--- config.mk ---
export PLATFORM = sky130hd
export DESIGN_NAME = kb_seg_display_flat
export DESIGN_NICKNAME = d
export VERILOG_FILES = /design/src/rtl/kb_seg_display_if.sv /design/src/rtl/kb_seg_display.sv /design/src/flat_wrapper.sv
export SDC_FILE = /design/constraint.sdc
export NUM_CORES = 1
export LEC_CHECK = 0
export CORE_UTILIZATION = 53
export CTS_BUF_LIST = sky130_fd_sc_hd__clkbuf_8
export DETAILED_ROUTE_END_ITERATION = 6
export HOLD_SLACK_MARGIN = 0.15
export PLACE_DENSITY = 0.82
export SYNTH_ARGS = -nofsm -noshare
export SYNTH_HDL_FRONTEND = slang
export SYNTH_SLANG_ARGS = --single-unit
--- constraint.sdc ---
create_clock -name clk -period 7.15 [get_ports clk]
set_input_delay 1.43 -clock clk [delete_from_list [all_inputs] [get_ports clk]]
set_output_delay 1.43 -clock clk [all_outputs]
set_load 0.01 [all_outputs]
--- src/rtl/kb_seg_display_if.sv ---
// Bus between a PS/2 byte receiver and the scancode display block.
// The master side supplies bytes and modifier levels. The slave side drives the eight digit patterns.
interface kb_seg_display_if;
  logic       byte_valid;
  logic [7:0] byte_data;
  logic       shift;
  logic       caps;
  logic [7:0] seg0;
  logic [7:0] seg1;
  logic [7:0] seg2;
  logic [7:0] seg3;
  logic [7:0] seg4;
  logic [7:0] seg5;
  logic [7:0] seg6;
  logic [7:0] seg7;

  modport master (
    output byte_valid, byte_data, shift, caps,
    input  seg0, seg1, seg2, seg3, seg4, seg5, seg6, seg7
  );

  modport slave (
    input  byte_valid, byte_data, shift, caps,
    output seg0, seg1, seg2, seg3, seg4, seg5, seg6, seg7
  );
endinterface

--- src/rtl/kb_seg_display.sv ---
// PS/2 set-2 scancode parser with an 8-digit active-low seven-segment readout.
// The digits show the held scancode, its ASCII value and a press counter.
// The segment registers load from next-state values, so a byte accepted on one
// edge is visible in the following cycle.
module kb_seg_display (
  input  logic             clk,
  input  logic             rst,
  kb_seg_display_if.slave  bus
);
  typedef enum logic [1:0] {IDLE, EXT, BRK, EXT_BRK} state_t;

  state_t     state_q, state_d;
  logic [7:0] count_q, count_d;
  logic       held_q, held_d;
  logic       ext_q, ext_d;
  logic [7:0] code_q, code_d;
  logic [7:0] ascii_q, ascii_d;
  logic       ascii_vld_q, ascii_vld_d;
  logic [7:0] seg_q [8];
  logic [7:0] seg_d [8];
  logic       mk, bk, ext_c, same_key;
  logic [8:0] map;

  // Active-low hex font, dp (bit 7) off
  function automatic logic [7:0] hex7(input logic [3:0] n);
    case (n)
      4'h0: hex7 = 8'hC0;  4'h1: hex7 = 8'hF9;  4'h2: hex7 = 8'hA4;  4'h3: hex7 = 8'hB0;
      4'h4: hex7 = 8'h99;  4'h5: hex7 = 8'h92;  4'h6: hex7 = 8'h82;  4'h7: hex7 = 8'hF8;
      4'h8: hex7 = 8'h80;  4'h9: hex7 = 8'h90;  4'hA: hex7 = 8'h88;  4'hB: hex7 = 8'h83;
      4'hC: hex7 = 8'hC6;  4'hD: hex7 = 8'hA1;  4'hE: hex7 = 8'h86;  default: hex7 = 8'h8E;
    endcase
  endfunction

  // Non-extended set-2 code to {valid, ascii}; letters uppercased when upper=1
  function automatic logic [8:0] to_ascii(input logic [7:0] code, input logic upper);
    logic [7:0] ch;
    logic       ok;
    ok = 1'b1;
    case (code)
      8'h1C: ch = 8'h61;  8'h32: ch = 8'h62;  8'h21: ch = 8'h63;  8'h23: ch = 8'h64;
      8'h24: ch = 8'h65;  8'h2B: ch = 8'h66;  8'h34: ch = 8'h67;  8'h33: ch = 8'h68;
      8'h43: ch = 8'h69;  8'h3B: ch = 8'h6A;  8'h42: ch = 8'h6B;  8'h4B: ch = 8'h6C;
      8'h3A: ch = 8'h6D;  8'h31: ch = 8'h6E;  8'h44: ch = 8'h6F;  8'h4D: ch = 8'h70;
      8'h15: ch = 8'h71;  8'h2D: ch = 8'h72;  8'h1B: ch = 8'h73;  8'h2C: ch = 8'h74;
      8'h3C: ch = 8'h75;  8'h2A: ch = 8'h76;  8'h1D: ch = 8'h77;  8'h22: ch = 8'h78;
      8'h35: ch = 8'h79;  8'h1A: ch = 8'h7A;
      8'h45: ch = 8'h30;  8'h16: ch = 8'h31;  8'h1E: ch = 8'h32;  8'h26: ch = 8'h33;
      8'h25: ch = 8'h34;  8'h2E: ch = 8'h35;  8'h36: ch = 8'h36;  8'h3D: ch = 8'h37;
      8'h3E: ch = 8'h38;  8'h46: ch = 8'h39;  8'h29: ch = 8'h20;
      default: begin ch = 8'h00; ok = 1'b0; end
    endcase
    if (upper && ch >= 8'h61 && ch <= 8'h7A) ch = ch - 8'h20;
    to_ascii = {ok, ch};
  endfunction

  // Prefix parser: E0 marks extended, F0 marks break, anything else completes a code
  always_comb begin
    state_d = state_q;
    mk      = 1'b0;
    bk      = 1'b0;
    ext_c   = 1'b0;
    if (bus.byte_valid) begin
      case (state_q)
        IDLE: begin
          if (bus.byte_data == 8'hE0)      state_d = EXT;
          else if (bus.byte_data == 8'hF0) state_d = BRK;
          else begin mk = 1'b1; state_d = IDLE; end
        end
        EXT: begin
          if (bus.byte_data == 8'hE0)      state_d = EXT;
          else if (bus.byte_data == 8'hF0) state_d = EXT_BRK;
          else begin mk = 1'b1; ext_c = 1'b1; state_d = IDLE; end
        end
        BRK: begin
          if (bus.byte_data != 8'hE0 && bus.byte_data != 8'hF0) begin
            bk = 1'b1; state_d = IDLE;
          end
        end
        default: begin
          if (bus.byte_data != 8'hE0 && bus.byte_data != 8'hF0) begin
            bk = 1'b1; ext_c = 1'b1; state_d = IDLE;
          end
        end
      endcase
    end
  end

  assign same_key = held_q && (ext_q == ext_c) && (code_q == bus.byte_data);
  assign map      = to_ascii(bus.byte_data, bus.shift ^ bus.caps);

  // Held-key tracking: new makes latch and count, repeats do nothing, matching breaks release
  always_comb begin
    held_d      = held_q;
    ext_d       = ext_q;
    code_d      = code_q;
    ascii_d     = ascii_q;
    ascii_vld_d = ascii_vld_q;
    count_d     = count_q;
    if (mk && !same_key) begin
      held_d      = 1'b1;
      ext_d       = ext_c;
      code_d      = bus.byte_data;
      ascii_d     = map[7:0];
      ascii_vld_d = map[8] && !ext_c;
      count_d     = count_q + 8'd1;
    end else if (bk && same_key) begin
      held_d = 1'b0;
    end
  end

  // Digit patterns from next-state values so the display tracks with one cycle latency
  always_comb begin
    seg_d[0] = held_d ? hex7(code_d[3:0]) : 8'hFF;
    seg_d[1] = held_d ? hex7(code_d[7:4]) : 8'hFF;
    seg_d[2] = (held_d && ascii_vld_d) ? hex7(ascii_d[3:0]) : 8'hFF;
    seg_d[3] = (held_d && ascii_vld_d) ? hex7(ascii_d[7:4]) : 8'hFF;
    seg_d[4] = hex7(count_d[3:0]);
    seg_d[5] = hex7(count_d[7:4]);
    seg_d[6] = 8'hFF;
    seg_d[7] = 8'hFF;
  end

  // Control state and segment registers; reset wins over a coincident byte
  always_ff @(posedge clk) begin
    if (rst) begin
      state_q  <= IDLE;
      count_q  <= 8'h00;
      held_q   <= 1'b0;
      seg_q[0] <= 8'hFF;
      seg_q[1] <= 8'hFF;
      seg_q[2] <= 8'hFF;
      seg_q[3] <= 8'hFF;
      seg_q[4] <= 8'hC0;
      seg_q[5] <= 8'hC0;
      seg_q[6] <= 8'hFF;
      seg_q[7] <= 8'hFF;
    end else begin
      state_q <= state_d;
      count_q <= count_d;
      held_q  <= held_d;
      for (int i = 0; i < 8; i++) seg_q[i] <= seg_d[i];
    end
  end

  // Key payload; only meaningful while held_q is set, so it needs no reset
  always_ff @(posedge clk) begin
    ext_q       <= ext_d;
    code_q      <= code_d;
    ascii_q     <= ascii_d;
    ascii_vld_q <= ascii_vld_d;
  end

  assign bus.seg0 = seg_q[0];
  assign bus.seg1 = seg_q[1];
  assign bus.seg2 = seg_q[2];
  assign bus.seg3 = seg_q[3];
  assign bus.seg4 = seg_q[4];
  assign bus.seg5 = seg_q[5];
  assign bus.seg6 = seg_q[6];
  assign bus.seg7 = seg_q[7];
endmodule

--- src/flat_wrapper.sv ---
// flat-port wrapper written by rule: the top's interface ports become plain ports
module kb_seg_display_flat 
  (clk, rst, bus_byte_valid, bus_byte_data, bus_shift, bus_caps, bus_seg0, bus_seg1, bus_seg2, bus_seg3, bus_seg4, bus_seg5, bus_seg6, bus_seg7);
  kb_seg_display_if bus_i ();
  input  logic clk;
  input  logic rst;
  input wire logic [$bits(bus_i.byte_valid)-1:0] bus_byte_valid;
  input wire logic [$bits(bus_i.byte_data)-1:0] bus_byte_data;
  input wire logic [$bits(bus_i.shift)-1:0] bus_shift;
  input wire logic [$bits(bus_i.caps)-1:0] bus_caps;
  output wire logic [$bits(bus_i.seg0)-1:0] bus_seg0;
  output wire logic [$bits(bus_i.seg1)-1:0] bus_seg1;
  output wire logic [$bits(bus_i.seg2)-1:0] bus_seg2;
  output wire logic [$bits(bus_i.seg3)-1:0] bus_seg3;
  output wire logic [$bits(bus_i.seg4)-1:0] bus_seg4;
  output wire logic [$bits(bus_i.seg5)-1:0] bus_seg5;
  output wire logic [$bits(bus_i.seg6)-1:0] bus_seg6;
  output wire logic [$bits(bus_i.seg7)-1:0] bus_seg7;
  assign bus_i.byte_valid = bus_byte_valid;
  assign bus_i.byte_data = bus_byte_data;
  assign bus_i.shift = bus_shift;
  assign bus_i.caps = bus_caps;
  assign bus_seg0 = bus_i.seg0;
  assign bus_seg1 = bus_i.seg1;
  assign bus_seg2 = bus_i.seg2;
  assign bus_seg3 = bus_i.seg3;
  assign bus_seg4 = bus_i.seg4;
  assign bus_seg5 = bus_i.seg5;
  assign bus_seg6 = bus_i.seg6;
  assign bus_seg7 = bus_i.seg7;
  kb_seg_display u_core (.clk(clk), .rst(rst), .bus(bus_i));
endmodule
==> results.yml <==
drt:
  drt-wirelength-per-cell_um: 15.18
  wl_um: 10760
  drt_iter0_drc: 355
  detail-route-antenna-nets: 0
  drt_first_pass_iters: 7
  viasPerCell: 5.921
  dr_total_vias: 4198
  drc: 8
power_and_ir_drop:
  ir_drop_v: 0.0001066
  internal_power_mw: 0.7626
  p_seq_share_pct: 40.5
  switchingPower_mw: 0.3422
  power_frac_clock_pct: 32.8
  pwr_density_cell_nw_per_um2: 198.1
  swShare_pct: 30.97
  combPwrFrac_pct: 26.8
  leakagePower_nw: 2.230
worst_setup_path:
  path_cells: "clkdlybuf4s50_1 > xnor2_1 > nand4_2 > o31ai_4 > buf_4 > inv_2 > o21ai_0 > inv_1 > ha_1 > mux2_2 > o22ai_1 > nand2_1 > o21ai_0 > o21ai_1"
  cp.arrival_ps: 5610
  path_delay_family: "compound AO/OA/AOI/OAI gates"
  worstSetupPathType: "input pin to register"
  crit_top_cell: "o21ai_0"
  start_kind: "input pin"
  cpPeakStageDelay_ps: 830
  worstPathRequired_ps: 7360
  path_buf_inv: 4
  path_max_fanout: 26
  cp_slowest_cell: "clkdlybuf4s50_1"
  endpoint_kind: "register"
  reg2regPathDepth: 13
  cp.depth: 14
timing:
  hold_violations: 0
  fin_crit_ps: 5400
  fin_setup_tns_ps: 0
  period_share_pct: 75.52
  rsz0062_at_grt: "false"
  slew_headroom_pct: 21.84
  hold_slack_ps: 553.6
  fin_ws_ps: 1750
  fmax_ghz: 0.1852
  finalSetupViolCount: 0
  maxSlewViolCount: 0
  clock_skew_ps: 10.53
  tightestPinTransition_ps: 1140
run:
  max-cap-violations: 0
synth:
  yosysWarnings: 0
  syn_area_sq_um: 4888
  synth_edf_count: 1
  synthFlopType: "dfxtp_1"
  synth_seq_cells: 71
  synthCells: 559
  synth_area_per_cell_sq_um: 8.745
  seq_area_frac_synth_pct: 29.28
  synthDistinctLibCells: 88
  async_reset_ff_share_pct: 0
status:
  status: "finished with violations"
  violations: "DRC"
die:
  ioPinCount: 77
  core_area_sq_um: 8806
  fp-row-count: 34
  initial_core_util_pct: 55.51
  dieArea_sq_um: 9612
  die_h_um: 98.04
  die_w_um: 98.04
layout:
  num_antenna_cells: 0
  design_area_sq_um: 5577
  area_growth_syn_to_layout_pct: 14.08
  final_common_cell: "dfxtp_1"
  final_cell_mix: "dfxtp_1 (70), clkdlybuf4s50_1 (54), nand2_1 (45), nor2_1 (44), ha_1 (37)"
  drive_gt1_share_pct: 9.817
  fin_nets: 646
  fill_cells: 746
clock_tree:
  htreeDepth: 3
  cts.sinks: 71
  post_cts.repair.setup_buffers: 0
  clk_path_buf_depth: 2
  tritoncts: "built"
  cts_buffers: 9
  post_cts_resized: 0
  cts_hold_buf: 0
  insertion_delay_ps: 360
  path_clk_slew_ps: 70
  root_buffer: "clkbuf_8"
place:
  port_buffers: 54
  dp_hpwl_um: 7532
  place_area_sq_um: 5354
  gp_congestion: 0.9110
  pre_cts_slack_ps: 1421
global_route:
  grt_pass1_vias: 3823
  antenna_found_initial: 0
  gr-total-overflow: 0
  grt_max_degree: 38
  grt_use_total_pct: 23.03
  grt_first_pass_wirelength_um: 18080
hold_path:
  min_path_cells: 2
  hold_class: "register to register"
## power by group through the flow
stage,clock network [mW],registers (mW),logic (mW)
6_report,0.362,0.447,0.296
5_1_grt,0.386,0.451,0.324
4_1_cts,0.368,0.447,0.294
3_5_place_dp,0,0.457,0.290
3_3_place_gp,0,0.455,0.282
2_1_floorplan,0,0.464,0.202
## kinds of logic after synthesis
group / synth area share [%]
flip-flops: 29.28
other: 0.07671
AND/OR/NAND/NOR: 20.60
buffers and inverters: 9.086
AO/OA/AOI/OAI: 20.32
adder cells (fa/ha/maj): 9.470
XOR/XNOR: 3.532
multiplexers: 7.627
## worst register-to-register path, delay by kind of cell, from the launching register on
family	cells	cell delay (ps)
flops	1	410
buf+inv	3	530
compound gates	5	1530
xor+xnor	1	160
simple gates	2	260
mux	1	280
fa+ha+maj	1	310
## area by class of cell
class / count / area (sq um) / area share [%]
Clock inverter: 6 / 85.08 / 1.526
Inverter: 28 / 110.1 / 1.974
Sequential cell: 71 / 1431 / 25.67
Tap cell: 108 / 135.1 / 2.423
Timing Repair Buffer: 60 / 585.6 / 10.50
Multi-Input combinational cell: 426 / 3092 / 55.44
Clock buffer: 10 / 137.6 / 2.468
## cell usage after synthesis (all sizes together) (5+ instances only)
library cell	n	area [sq um]
dfxtp	70	1401
buf	45	296.5
nand2	45	168.9
nor2	45	171.4
ha	37	462.9
inv	26	97.60
mux2i	26	271.5
o21ai	25	128.9
a21oi	22	121.4
nor3	15	85.08
xnor2	15	146.4
a31oi	12	90.09
nand2b	11	68.82
nand3	11	60.06
clkbuf	10	37.54
nor2b	9	56.30
a211oi	7	65.06
o211ai	7	52.55
nand3b	6	45.04
nand4b	6	52.55
o221ai	6	52.55
o311ai	6	52.56
a221o	5	50.05
a32oi	5	43.79
mux2	5	56.30
nor3b	5	37.54
nor4b	5	58.80
o22ai	5	31.28
## layer usage
metal	vias up	GRT usage [%]	share of wire (%)	wire [um]
li1	2055	-	-	-
met1	1970	30.34	43	4625
met2	152	38.08	50	5362
met3	21	2.720	5.6	602
met4	0	9.790	1.6	174
met5	-	0	0	0
## path summary, 6_finish.rpt
check                                  startpoint                  end  slack, ps
worst min register to register  u_core.state_q[0]    u_core.state_q[0]        550
worst min-delay path            u_core.state_q[0]    u_core.state_q[0]        550
worst max register to register   u_core.code_q[7]  u_core.seg_q[0][24]       3510
worst max-delay path             bus_byte_data[1]  u_core.seg_q[0][24]       1750
## metrics by stage
stage | total power, mW | utilization, % | instances
floorplan | 0.6661 | - | 580
global placement | 0.7371 | 60.80 | 693
detailed placement | 0.7467 | 60.80 | 693
CTS | 1.109 | 63.33 | 709
global route | 1.161 | 63.33 | 709
finish | 1.105 | 63.33 | 709
## sequential cells by signal, summed over array words and instances (netlist names)
signal,flops
u_core.ascii_q,8
u_core.ascii_vld_q,1
u_core.code_q,8
u_core.count_q,8
u_core.ext_q,1
u_core.held_q,1
u_core.seg_q,42
u_core.state_q,2
No activity file was read; power rests on OpenSTA's default activity.
